### src/rtl/seg7_pkg.sv
// Shared definitions for the seven-segment scan path: anode patterns,
// slot indices, scan phase encoding and small helpers.
package seg7_pkg;

  // Active-low anode patterns, one digit lit per slot.
  localparam logic [3:0] AN_D0  = 4'b0111;
  localparam logic [3:0] AN_D1  = 4'b1011;
  localparam logic [3:0] AN_D2  = 4'b1101;
  localparam logic [3:0] AN_D3  = 4'b1110;
  localparam logic [3:0] AN_OFF = 4'b1111;

  // Slot indices, 0 is the leftmost digit.
  localparam logic [1:0] SLOT_0 = 2'd0;
  localparam logic [1:0] SLOT_1 = 2'd1;
  localparam logic [1:0] SLOT_2 = 2'd2;
  localparam logic [1:0] SLOT_3 = 2'd3;

  // Per-slot phase: anodes dark during GUARD, lit during ON.
  typedef enum logic {
    PH_GUARD = 1'b0,
    PH_ON    = 1'b1
  } phase_t;

  // Prescaler counter width; never narrower than one bit.
  function automatic int cnt_width(input int div);
    return (div > 1) ? $clog2(div) : 1;
  endfunction

  // Anode pattern that lights the digit for a given slot.
  function automatic logic [3:0] anode_of(input logic [1:0] slot);
    logic [3:0] pat;
    pat = AN_OFF;
    case (slot)
      SLOT_0:  pat = AN_D0;
      SLOT_1:  pat = AN_D1;
      SLOT_2:  pat = AN_D2;
      SLOT_3:  pat = AN_D3;
      default: pat = AN_OFF;
    endcase
    return pat;
  endfunction

endpackage

### src/rtl/seg7_refresh_prescaler.sv
// Free-running slot timer: counts 0..REFRESH_DIV-1 and flags the last
// cycle of each slot. Kept standalone so other scanned displays can reuse it.
module seg7_refresh_prescaler
  import seg7_pkg::*;
#(
  parameter int REFRESH_DIV = 50000
) (
  input  logic                              clk,
  input  logic                              reset,
  output logic [cnt_width(REFRESH_DIV)-1:0] cnt,
  output logic                              slot_end
);

  localparam int CNT_W = cnt_width(REFRESH_DIV);
  localparam logic [CNT_W-1:0] CNT_LAST = CNT_W'(REFRESH_DIV - 1);

  logic [CNT_W-1:0] cnt_reg;

  assign cnt      = cnt_reg;
  assign slot_end = (cnt_reg == CNT_LAST);

  // Wrap the slot counter at the end of each slot.
  always_ff @(posedge clk or posedge reset) begin
    if (reset) begin
      cnt_reg <= '0;
    end else if (slot_end) begin
      cnt_reg <= '0;
    end else begin
      cnt_reg <= cnt_reg + 1'b1;
    end
  end

endmodule

### src/rtl/seg7_scan_ctrl.sv
// Four-digit common-anode scan controller. Walks the digit slots, inserts a
// dark guard interval at the start of each slot, blanks leading zeros on
// request, and swaps in newly loaded display words only between frames.
module seg7_scan_ctrl
  import seg7_pkg::*;
#(
  parameter int REFRESH_DIV  = 50000,
  parameter int GUARD_CYCLES = 16
) (
  input  logic        clk,
  input  logic        reset,
  input  logic [15:0] data_in,
  input  logic        load,
  input  logic        disp_en,
  input  logic        blank_lz,
  output logic [1:0]  sel,
  output logic [3:0]  digit_val,
  output logic [3:0]  an,
  output logic        frame_done
);

  localparam int CNT_W = cnt_width(REFRESH_DIV);
  // Cycle on which the guard interval ends; only meaningful for a non-zero guard.
  localparam logic [CNT_W-1:0] GUARD_LAST =
    (GUARD_CYCLES > 0) ? CNT_W'(GUARD_CYCLES - 1) : '0;
  localparam phase_t PH_SLOT_START = (GUARD_CYCLES > 0) ? PH_GUARD : PH_ON;

  logic [CNT_W-1:0] cnt;
  logic             slot_end;
  logic             frame_boundary;

  logic [1:0]  slot_reg;
  phase_t      phase_reg, phase_next;
  logic [15:0] display_reg;
  logic [15:0] pending_reg;
  logic        pend_flag_reg;
  logic        boundary_d_reg;

  logic [3:0]  an_reg, an_next;
  logic [3:0]  digit_reg, digit_next;
  logic [1:0]  sel_reg;
  logic        frame_done_reg;

  logic [3:0]  nib [4];
  logic [3:0]  lead_zero;

  seg7_refresh_prescaler #(
    .REFRESH_DIV(REFRESH_DIV)
  ) u_prescaler (
    .clk      (clk),
    .reset    (reset),
    .cnt      (cnt),
    .slot_end (slot_end)
  );

  assign frame_boundary = slot_end && (slot_reg == SLOT_3);

  // Split the display word into per-slot nibbles and build the
  // "this digit and everything left of it is zero" chain.
  generate
    for (genvar gi = 0; gi < 4; gi++) begin : g_nib
      assign nib[gi] = display_reg[15 - 4*gi -: 4];
      if (gi == 0) begin : g_first
        assign lead_zero[gi] = (nib[gi] == 4'h0);
      end else begin : g_rest
        assign lead_zero[gi] = lead_zero[gi-1] && (nib[gi] == 4'h0);
      end
    end
  endgenerate

  // Advance the digit slot at the end of every slot.
  always_ff @(posedge clk or posedge reset) begin
    if (reset) begin
      slot_reg <= SLOT_0;
    end else if (slot_end) begin
      slot_reg <= slot_reg + 2'd1;
    end
  end

  // Double buffer: loads park in pending until a frame boundary, except a
  // load landing on the boundary itself, which goes straight to the display.
  always_ff @(posedge clk or posedge reset) begin
    if (reset) begin
      display_reg   <= '0;
      pending_reg   <= '0;
      pend_flag_reg <= 1'b0;
    end else if (frame_boundary) begin
      if (load) begin
        display_reg   <= data_in;
        pend_flag_reg <= 1'b0;
      end else if (pend_flag_reg) begin
        display_reg   <= pending_reg;
        pend_flag_reg <= 1'b0;
      end
    end else if (load) begin
      pending_reg   <= data_in;
      pend_flag_reg <= 1'b1;
    end
  end

  // Phase state register.
  always_ff @(posedge clk or posedge reset) begin
    if (reset) begin
      phase_reg <= PH_SLOT_START;
    end else begin
      phase_reg <= phase_next;
    end
  end

  // Phase next-state and next output values for the registered outputs.
  always_comb begin
    phase_next = phase_reg;
    an_next    = AN_OFF;
    digit_next = nib[slot_reg];

    if (slot_end) begin
      phase_next = PH_SLOT_START;
    end else if ((GUARD_CYCLES > 0) && (cnt == GUARD_LAST)) begin
      phase_next = PH_ON;
    end

    if ((phase_reg == PH_ON) && disp_en &&
        !(blank_lz && (slot_reg != SLOT_3) && lead_zero[slot_reg])) begin
      an_next = anode_of(slot_reg);
    end
  end

  // Output registers; frame_done is delayed twice so it lines up with the
  // first registered output of the newly applied display word.
  always_ff @(posedge clk or posedge reset) begin
    if (reset) begin
      an_reg         <= AN_OFF;
      digit_reg      <= 4'h0;
      sel_reg        <= SLOT_0;
      boundary_d_reg <= 1'b0;
      frame_done_reg <= 1'b0;
    end else begin
      an_reg         <= an_next;
      digit_reg      <= digit_next;
      sel_reg        <= slot_reg;
      boundary_d_reg <= frame_boundary;
      frame_done_reg <= boundary_d_reg;
    end
  end

  assign an         = an_reg;
  assign digit_val  = digit_reg;
  assign sel        = sel_reg;
  assign frame_done = frame_done_reg;

endmodule

### config.mk
export PLATFORM = sky130hd
export DESIGN_NAME = seg7_scan_ctrl
export DESIGN_NICKNAME = d
export VERILOG_FILES = /design/src/rtl/seg7_pkg.sv /design/src/rtl/seg7_refresh_prescaler.sv /design/src/rtl/seg7_scan_ctrl.sv
export SDC_FILE = /design/constraint.sdc
export NUM_CORES = 1
export LEC_CHECK = 0
export BUFFER_PORTS_ARGS = -buffer_cell sky130_fd_sc_hd__buf_2
export CORE_MARGIN = 3
export CORE_UTILIZATION = 25
export DETAILED_ROUTE_END_ITERATION = 8
export SETUP_SLACK_MARGIN = 0.3
export SKIP_LAST_GASP = 1
export SYNTH_ARGS = -nofsm -noshare
export SYNTH_HDL_FRONTEND = slang
export SYNTH_HIERARCHICAL = 1
export SYNTH_SLANG_ARGS = --single-unit
### constraint.sdc
create_clock -name clk -period 6.99 [get_ports clk]
set_input_delay 1.0485 -clock clk [delete_from_list [all_inputs] [get_ports clk]]
set_output_delay 1.0485 -clock clk [all_outputs]
set_load 0.05 [all_outputs]
==> run_results.csv <==
group,metric,value,unit
final_layout,nets,288,
setup_path,crit_type,"flip-flop to flip-flop",
outcome,status,"complete, no violations",
route,wl_per_cell,14.1,um
setup_path,end_kind,"flip-flop",
yosys,yosys.area_share.simple,12.9,%
clocking,clockBufferDepth,2,
power,p_total,0.896,mW
route,viasPerCell,4.44,
power,p_leak,1.60,nW
floorplanning,die_area,12900,um^2
yosys,synthMuxAreaShare,16.5,%
floorplanning,rows,38,
setup_path,slowest_delay,0.75,ns
final_layout,n_fill_cell,1115,
global_route,grt_start_max_net_pins,49,
placement,place_congestion,0.728,
yosys,synth.yosys.seq_area_share,55.4,%
placement,place_hpwl,4030,um
final_layout,drive_above_1_share,29.3,%
sta,period_share,38.8,%
route,drt_iter0_drc,61,
clocking,postCtsSetupRepairBufs,0,
setup_path,worstPathRequired,7.20,ns
setup_path,cpMaxStageDelayCell,"nor4_4",
yosys,synth-xor-area-share,3.93,%
global_route,overflow,0,
power,power.internal,0.713,mW
setup_path,crit_arrival,2.92,ns
power,p_seq_share,43.0,%
clocking,cts_tree,"yes",
final_layout,final_cell_count_no_fill,406,
sta,skew,0.00817,ns
clocking,worst_skew_pair.late_latency,0.33,ns
power,power_switching,0.183,mW
floorplanning,io-pin-count,32,
clocking,cts_hold_buffers,0,
final_layout,num_antenna_cells,0,
sta,maxSlewHeadroom,31.5,%
yosys,synth_ff_type,"dfrtp_1",
route,ant_nets,0,
route,vias,1803,
final_layout,final_common_cell,"dfrtp_1",
floorplanning,core_area,11100,um^2
sta,period_needed,2.71,ns
clocking,cts_root_buf,"clkbuf_16",
sta,setup_violations,0,
placement,placed_cells,390,
power,pwr-share-comb,4.9,%
final_layout,final_core_util,31.4,%
final_layout,mostFrequentLayoutCells,"dfrtp_1 (60), buf_2 (31), nand2_1 (22), o21ai_0 (18), mux2i_1 (17)",
yosys,synth_compound_area_share,5.83,%
yosys,synth-edff-count,0,
setup_path,reg2reg_depth,5,
clocking,clk_pin_slew,0.05,ns
yosys,postSynth.asyncResetShare,100,%
setup_path,cp_cell_sequence,"or4b_4 -> nor4_4 -> and2_4 -> nor2b_2 -> mux2_4",
sta,holdWs,0.352,ns
sta,worstMarginPinSlew,1.02,ns
power,switching_share,20.4,%
yosys,ys_warn_count,6,
sta,drv_slew,0,
floorplanning,initial_core_util,26.2,%
route,wl,5720,um
final_layout,area_growth,20.2,%
yosys,synth.ff_latch_count,64,
global_route,grt_pass1_wl,9740,um
power,pwr-share-clk,52.1,%
power,ir_worst_vdd,128,uV
yosys,synth.distinct_cells,38,
floorplanning,die_w,114,um
clocking,cts_resized,0,
route,drtPass1Iterations,4,
setup_path,path_depth,5,
sta,rsz0062_at_grt,"no",
clocking,cts_buffers,9,
min_path,hold_class,"flip-flop to flip-flop",
yosys,syn-num-nets,253,
sta,hold_viol_final,0,
global_route,globalRouteTotalUtil,9.84,%
sta,fmax,369,MHz
yosys,netlist_area,2900,um^2
yosys,synth_top_family_by_area,"multiplexers",
global_route,antenna_found_initial,0,
clocking,clock-sinks,64,
setup_path,crit_fanout,16,
clocking,h-tree-depth,3,
placement,io_buffers,31,
min_path,hold_depth,0,
yosys,synthCells,226,
yosys,synth_fa_ha_area_share,2.59,%
global_route,grt_pass1_vias,1862,
setup_path,crit_buf_inv,0,
sta,tns,0,ns
route,drc,0,
setup_path,critPathTopFamily,"simple AND/OR/NAND/NOR gates",
setup_path,start_kind,"flip-flop",
floorplanning,die_h,114,um
yosys,avgSynthCellArea,12.8,um^2
power,p_per_area,257,nW/um^2
run,cap_violations,0,
cells by family after synthesis:
family / after synthesis
AO/OA/AOI/OAI: 27
XOR/XNOR: 13
adder cells (fa/ha/maj): 6
buffers and inverters: 12
flip-flops: 64
multiplexers: 37
AND/OR/NAND/NOR: 67
power groups by stage:
| stage | logic [mW] | registers (mW) | clock network (mW) |
|---|---|---|---|
| 2_1_floorplan | 0.0325 | 0.392 | 0 |
| 3_3_place_gp | 0.0441 | 0.392 | 0 |
| 3_5_place_dp | 0.0450 | 0.392 | 0 |
| 4_1_cts | 0.0452 | 0.386 | 0.480 |
| 5_1_grt | 0.0488 | 0.387 | 0.497 |
| 6_report | 0.0437 | 0.386 | 0.467 |
path summary, 6_finish.rpt:
check                                   start                   to  slack, ns
setup / recovery           u_prescaler/cnt[4]       pending_reg[0]       4.28
hold / removal                 boundary_d_reg           frame_done       0.35
setup reg to reg           u_prescaler/cnt[4]       pending_reg[0]       4.28
hold reg to reg                boundary_d_reg           frame_done       0.35
max in group asynchronous               reset      pending_reg[11]       5.41
min in group asynchronous               reset  u_prescaler/cnt[13]       0.82
metrics by stage:
step | worst slack [ns] | area, um^2
after CTS | 4.28 | 3480
after floorplan | 4.51 | 2900
final | 4.28 | 3480
after global placement | 4.04 | 3170
after detailed placement | 4.02 | 3170
after global routing | 4.12 | 3480
layer usage:
metal | GRT usage [%] | share of wire [%]
met2 | 13.4 | 42
met3 | 4.03 | 5.0
met5 | 0 | 0
met1 | 14.0 | 51
met4 | 3.61 | 1.5
cells in the mapped netlist, types with 2 or more instances:
cell type | n | area (um^2)
ha_1 | 6 | 75.1
mux2i_1 | 17 | 170
nand2_1 | 22 | 82.6
nand3_1 | 3 | 15.0
mux2_4 | 10 | 150
xnor2_1 | 5 | 43.8
o21ai_0 | 18 | 90.1
inv_1 | 4 | 15.0
buf_2 | 4 | 20.0
xor2_1 | 8 | 70.1
o2111ai_1 | 4 | 35.0
nor4b_1 | 2 | 17.5
nor2_1 | 14 | 52.6
dfstp_2 | 4 | 105
mux4_2 | 4 | 90.1
nor4_1 | 8 | 50.1
dfrtp_1 | 60 | 1500
mux2_2 | 6 | 67.6
nand4_1 | 6 | 37.5
buf_6 | 2 | 22.5
or4bb_1 | 2 | 22.5
final cells by class:
cell class	instances	area [um^2]	area share (%)
sequential	64	1610	46.1
tap	140	175	5.03
clock buffer	10	229	6.58
clock inverter	6	83.8	2.41
multi-input combinational	150	1210	34.7
inverter	4	15.0	0.431
timing repair buffer	32	163	4.67
(Power assumes the default switching activity.)
